$ cat config.mk
export PLATFORM = sky130hd
export DESIGN_NAME = button_debounce
export DESIGN_NICKNAME = d
export VERILOG_FILES = /design/src/rtl/button_debounce.sv
export SDC_FILE = /design/constraint.sdc
export NUM_CORES = 1
export LEC_CHECK = 0
export CAP_MARGIN = 25
export CORE_MARGIN = 4
export CORE_UTILIZATION = 35
export CTS_CLUSTER_DIAMETER = 30
export DETAILED_ROUTE_END_ITERATION = 10
export DONT_BUFFER_PORTS = 1
export SLEW_MARGIN = 0
export SYNTH_ARGS = -nofsm -noshare
export SYNTH_HDL_FRONTEND = slang
export SYNTH_SLANG_ARGS = --single-unit
$ cat constraint.sdc
create_clock -name fclock -period 2.6 [get_ports fclock]
set_clock_uncertainty 0.2 [all_clocks]
set_input_delay 0.52 -clock fclock [delete_from_list [all_inputs] [get_ports fclock]]
set_output_delay 0.52 -clock fclock [all_outputs]
set_load 0.005 [all_outputs]
$ cat src/rtl/button_debounce.sv
// Purpose : conditions a raw push-button pin into a debounced level, one-cycle
//           press/release/long-press pulses and a wrapping press counter.
// Latency : DB_CYCLES+2 fclock edges from a settled pin change to pressed/pulse.
// Backpressure: none; free-running, every output is registered and valid each cycle.
//
// Ports:
//   fclock        - sole clock, all state updates on its rising edge
//   rst           - synchronous active-high reset (driven from ~pll_lock)
//   button        - raw asynchronous pin
//   pressed       - debounced level, 1 = pressed
//   press_pulse   - one-cycle pulse on an accepted press
//   release_pulse - one-cycle pulse on an accepted release
//   long_pulse    - one-cycle pulse once a press has lasted LONG_CYCLES
//   press_count   - accepted presses modulo 2^CNT_W
module button_debounce #(
    parameter int DB_CYCLES   = 50000,
    parameter int LONG_CYCLES = 25000000,
    parameter int ACTIVE_LOW  = 1,
    parameter int CNT_W       = 8
) (
    input  logic             fclock,
    input  logic             rst,
    input  logic             button,
    output logic             pressed,
    output logic             press_pulse,
    output logic             release_pulse,
    output logic             long_pulse,
    output logic [CNT_W-1:0] press_count
);

    localparam int DB_W   = $clog2(DB_CYCLES);
    localparam int HOLD_W = $clog2(LONG_CYCLES + 1);

    localparam logic [DB_W-1:0]   DB_MAX   = DB_W'(DB_CYCLES - 1);
    localparam logic [HOLD_W-1:0] HOLD_MAX = HOLD_W'(LONG_CYCLES - 1);

    logic              r_s1;
    logic              r_s2;
    logic [DB_W-1:0]   r_db_cnt;
    logic              r_pressed;
    logic              r_press_pulse;
    logic              r_release_pulse;
    logic              r_long_pulse;
    logic [HOLD_W-1:0] r_hold_cnt;
    logic              r_long_done;
    logic [CNT_W-1:0]  r_press_count;

    logic w_b;
    logic w_disagree;
    logic w_accept;
    logic w_press_acc;
    logic w_rel_acc;
    logic w_long_hit;

    // Pin normalised to 1 = pressed before it enters the synchronizer.
    assign w_b = (ACTIVE_LOW != 0) ? ~button : button;

    assign w_disagree  = (r_s2 != r_pressed);
    // Level change is accepted on the DB_CYCLES-th consecutive disagreeing sample.
    assign w_accept    = w_disagree && (r_db_cnt == DB_MAX);
    assign w_press_acc = w_accept && !r_pressed;
    assign w_rel_acc   = w_accept &&  r_pressed;
    // A release landing on the threshold edge wins; long_pulse is suppressed.
    assign w_long_hit  = r_pressed && !r_long_done && (r_hold_cnt == HOLD_MAX) && !w_rel_acc;

    always_ff @(posedge fclock) begin
        if (rst) begin
            r_s1            <= 1'b0;
            r_s2            <= 1'b0;
            r_db_cnt        <= '0;
            r_pressed       <= 1'b0;
            r_press_pulse   <= 1'b0;
            r_release_pulse <= 1'b0;
            r_long_pulse    <= 1'b0;
            r_hold_cnt      <= '0;
            r_long_done     <= 1'b0;
            r_press_count   <= '0;
        end else begin
            r_s1 <= w_b;
            r_s2 <= r_s1;

            // Any agreeing sample throws away accumulated debounce progress.
            if (!w_disagree || w_accept) begin
                r_db_cnt <= '0;
            end else begin
                r_db_cnt <= r_db_cnt + DB_W'(1);
            end

            if (w_accept) begin
                r_pressed <= ~r_pressed;
            end

            r_press_pulse   <= w_press_acc;
            r_release_pulse <= w_rel_acc;
            r_long_pulse    <= w_long_hit;

            if (w_press_acc) begin
                r_press_count <= r_press_count + CNT_W'(1);
            end

            // Hold timer freezes after firing so long_pulse is once per press.
            if (!r_pressed) begin
                r_hold_cnt  <= '0;
                r_long_done <= 1'b0;
            end else begin
                if (!r_long_done) begin
                    r_hold_cnt <= r_hold_cnt + HOLD_W'(1);
                end
                if (w_long_hit) begin
                    r_long_done <= 1'b1;
                end
            end
        end
    end

    assign pressed       = r_pressed;
    assign press_pulse   = r_press_pulse;
    assign release_pulse = r_release_pulse;
    assign long_pulse    = r_long_pulse;
    assign press_count   = r_press_count;

endmodule

==> implementation parameters <==
Parameter                              Value

Run status
  Run status ... complete, no violations

Global routing
  Tot GR Track Use ... 0.1265
  Via count of the first global-routing pass ... between 1,500 and 2,000
  Aggregate global routing overflow ... 0
  Largest net degree at the start of global routing ... 19
  First-pass GRT wire length ... slightly below 9000 um
  Antenna violations before repair ... 0

CTS
  Number of levels in the clock H-tree ... 2
  Deepest clock path buffer count ... 2
  Clock tree sinks ... 56
  Number of hold buffers added after cts ... 0
  Post-CTS setup buffer count ... 0
  Total clock buffers created by CTS ... 5
  Clock-pin slew reported for the worst setup and hold paths after clock tree synthesis ... roughly 0.10 ns
  Master cell of the clock root buffer ... sky130_fd_sc_hd__clkbuf_8
  TritonCTS clock tree ... built
  Insertion delay to the later sink of the worst-skew pair ... 0.31 ns
  Count of instances resized after the clock tree is built ... 0

Finish
  Area added between synthesis and finish ... 8.598%
  Number of antenna repair diodes ... 0
  Fraction of the core area covered by cells at the end of the flow ... 0.4005
  Final nets ... ~300
  Layout cells sized above 1 ... 0.05068
  Final standard cell count with taps included and fillers excluded ... just under 400

Routing
  Detail Route Antenna Nets ... 0
  Count of vias placed by the detailed router ... around 2,100
  Routed wire length ... slightly above 5000 um
  Starting DRC count in detailed routing ... 72
  Routed wire length per instance ... approximately 13 um
  Remaining routing DRC violations ... 0
  First-pass detailed-route iteration total ... 4
  Number of vias per cell after detailed routing ... 5.327

Power
  IR Drop Worst-Case VDD ... 218.2 uV
  Total power draw ... between 1 and 1.5 mW
  Pwr/cell area ... about 530 nW/um2
  Cell leakage power ... roughly 0.8 nW

Timing
  Highest achievable clock rate ... around 0.45 GHz
  Worst relative slew slack ... 0.6100
  Total Negative Setup Slacks ... 0 ns
  Final number of hold-violating endpoints ... 0
  Period utilisation layout ... 0.8586
  Slew Viols, Final ... 0
  Least-Margin Pin Slew ... just under 0.6 ns
  Setup repair after global routing missed its margin ... no
  Min cycle time layout ... 2.232 ns
  Fin Hold WS ... between 0.05 and 0.06 ns
  Final setup violation count ... 0

Run
  Max-cap violations ... 0

Placement
  Detailed placement HPWL ... approximately 3600 um
  Routability-driven placement congestion ratio ... just under 0.8
  Number of buffers inserted by port buffering ... 0
  Inst Count DP ... between 300 and 400

Min path
  Launch point of the worst hold path ... rst
  Min-Delay Path Class ... input port to flop

Critical path
  Critical path launch point type ... flop
  Data required time at the worst endpoint ... 2.64 ns
  Critical path peak fanout ... 8
  Critical Path Source ... r_hold_cnt[0]
  Worst endpoint data arrival time ... 2.27 ns
  Classification of the worst setup path ... flop to flop
  Nature of the critical path endpoint ... flop
  R2R Path Start ... r_hold_cnt[0]

Synth
  Area of the mapped netlist ... about 2600 um2
  Sequential fraction of the synthesis area ... 0.4377
  Number of synthesized register bits ... 56
  Net count after synthesis ... between 300 and 400
  Post-synthesis cell type count ... 37
  Number of instances in the synthesized netlist ... between 200 and 300
  Average cell area after synthesis ... a little under 9 um2
  Warnings from Yosys ... 0

Floorplanning
  Boundary Pins ... 15
  Starting density of the core ... 0.3688
  Height of the die ... 93.55 um
  DIE AREA ... 8751 um2
  Core region area ... 6944 um2
  Count of standard-cell rows ... 30
  Horizontal die dimension ... ~94 um
## cells by family after synthesis
logic type | count (synthesis) | synth area share
compound gates | 48 | 0.1109
mux | 1 | 0.003908
xor+xnor | 23 | 0.07865
flops | 56 | 0.4377
simple gates | 143 | 0.3224
buf+inv | 21 | 0.03175
fa+ha+maj | 3 | 0.01466
## cell type report
cell class                      instances  area, um2
Clock buffer                            6      82.58
Clock inverter                          2      38.79
Fill cell                             699       4163
Inverter                               12      45.04
Multi-Input combinational cell        218       1359
Sequential cell                        56       1121
Tap cell                               96      120.1
Timing Repair Buffer                    2      15.01
## cell usage in the layout (no fill, tap or decap), types with 5 or more instances in the layout
master | Yosys | layout
sky130_fd_sc_hd__nor4_1 | 5 | 5
sky130_fd_sc_hd__inv_1 | 12 | 12
sky130_fd_sc_hd__xor2_1 | 8 | 8
sky130_fd_sc_hd__nand2_1 | 22 | 22
sky130_fd_sc_hd__or3_1 | 9 | 9
sky130_fd_sc_hd__dfxtp_1 | 56 | 56
sky130_fd_sc_hd__xnor2_1 | 15 | 15
sky130_fd_sc_hd__nor3_1 | 9 | 9
sky130_fd_sc_hd__o31ai_1 | 12 | 12
sky130_fd_sc_hd__clkbuf_8 | 0 | 6
sky130_fd_sc_hd__nor2_1 | 29 | 29
sky130_fd_sc_hd__or4_1 | 17 | 17
sky130_fd_sc_hd__nand4_1 | 11 | 11
sky130_fd_sc_hd__a21oi_1 | 23 | 23
sky130_fd_sc_hd__nand3_1 | 12 | 12
sky130_fd_sc_hd__o21ai_0 | 9 | 9
## state kept, by name (all words and copies together) (netlist names)
name	flops
r_db_cnt	16
press_pulse	1
long_pulse	1
press_count	8
r_hold_cnt	25
release_pulse	1
r_s2	1
r_s1	1
r_long_done	1
pressed	1
## through the flow
| stage | cell area [um2] | setup slack [ns] |
|---|---|---|
| floorplan | 2561 | 0.5353 |
| global placement | 2660 | 0.4595 |
| detailed placement | 2660 | 0.3974 |
| CTS | 2781 | 0.3680 |
| global route | 2781 | 0.1516 |
| finish | 2781 | 0.3676 |
## worst paths after layout
path	end	slack (ns)	cells after the start
hold / removal	r_s1	0.06	1
hold reg to reg	r_s2	0.24	1
setup / recovery	r_hold_cnt[24]	0.37	5
setup reg to reg	r_hold_cnt[24]	0.37	5
## layer usage
layer,up-vias,GRT usage,part of all wire
met3,9,0.02655,0.026
met5,-,0,0
met4,0,0.05897,0.021
met2,23,0.2049,0.45
li1,1074,-,-
met1,982,0.1601,0.50
## Yosys cell counts
| cell type | n | area (um2) |
|---|---|---|
| sky130_fd_sc_hd__buf_2 | 2 | 10.01 |
| sky130_fd_sc_hd__and3_1 | 3 | 18.77 |
| sky130_fd_sc_hd__nand4_1 | 11 | 68.82 |
| sky130_fd_sc_hd__nand3_1 | 12 | 60.06 |
| sky130_fd_sc_hd__or4_4 | 1 | 11.26 |
| sky130_fd_sc_hd__nor2b_1 | 4 | 25.02 |
| sky130_fd_sc_hd__nand4b_1 | 1 | 8.760 |
| sky130_fd_sc_hd__nor3_1 | 9 | 45.04 |
| sky130_fd_sc_hd__nand4b_4 | 1 | 23.77 |
| sky130_fd_sc_hd__nor4_1 | 5 | 31.28 |
| sky130_fd_sc_hd__nor2_1 | 29 | 108.9 |
| sky130_fd_sc_hd__ha_1 | 3 | 37.54 |
| sky130_fd_sc_hd__a21oi_1 | 23 | 115.1 |
| sky130_fd_sc_hd__or4_1 | 17 | 127.6 |
| sky130_fd_sc_hd__xnor2_1 | 15 | 131.4 |
| sky130_fd_sc_hd__nand3b_1 | 2 | 15.01 |
| sky130_fd_sc_hd__xor2_1 | 8 | 70.07 |
| sky130_fd_sc_hd__or3_1 | 9 | 56.30 |
| sky130_fd_sc_hd__nor4bb_1 | 2 | 20.02 |
| sky130_fd_sc_hd__and2_1 | 1 | 6.260 |
| sky130_fd_sc_hd__dfxtp_1 | 56 | 1121 |
| sky130_fd_sc_hd__nand4_2 | 1 | 12.51 |
| sky130_fd_sc_hd__nor4b_1 | 2 | 17.52 |
| sky130_fd_sc_hd__nand2b_1 | 2 | 12.51 |
| sky130_fd_sc_hd__nand2_1 | 22 | 82.58 |
| sky130_fd_sc_hd__clkbuf_1 | 7 | 26.28 |
| sky130_fd_sc_hd__o211ai_1 | 3 | 22.52 |
| sky130_fd_sc_hd__o21ai_0 | 9 | 45.04 |
| sky130_fd_sc_hd__inv_1 | 12 | 45.04 |
| sky130_fd_sc_hd__mux2i_1 | 1 | 10.01 |
| sky130_fd_sc_hd__o31ai_1 | 12 | 90.09 |
| sky130_fd_sc_hd__and4b_1 | 1 | 10.01 |
| sky130_fd_sc_hd__and3b_1 | 2 | 17.52 |
| sky130_fd_sc_hd__and4_1 | 3 | 26.28 |
| sky130_fd_sc_hd__nor3b_1 | 1 | 7.510 |
| sky130_fd_sc_hd__a2111o_1 | 1 | 11.26 |
| sky130_fd_sc_hd__or2_2 | 2 | 12.51 |
## where the power goes
group / total, mW / internal, mW / switching [mW]
Clock: 0.604 / 0.315 / 0.288
Sequential: 0.860 / 0.859 / 0.00104
Combinational: 0.00693 / 0.00230 / 0.00463
## critical path, stage by stage, from the launching register on
cell,delay (ns)
sky130_fd_sc_hd__dfxtp_1,0.42
sky130_fd_sc_hd__ha_1,0.21
sky130_fd_sc_hd__nand3b_1,0.14
sky130_fd_sc_hd__or4_1,0.55
sky130_fd_sc_hd__or4_1,0.50
sky130_fd_sc_hd__a21oi_1,0.16
Note: power is estimated with default switching activity, not from simulation.
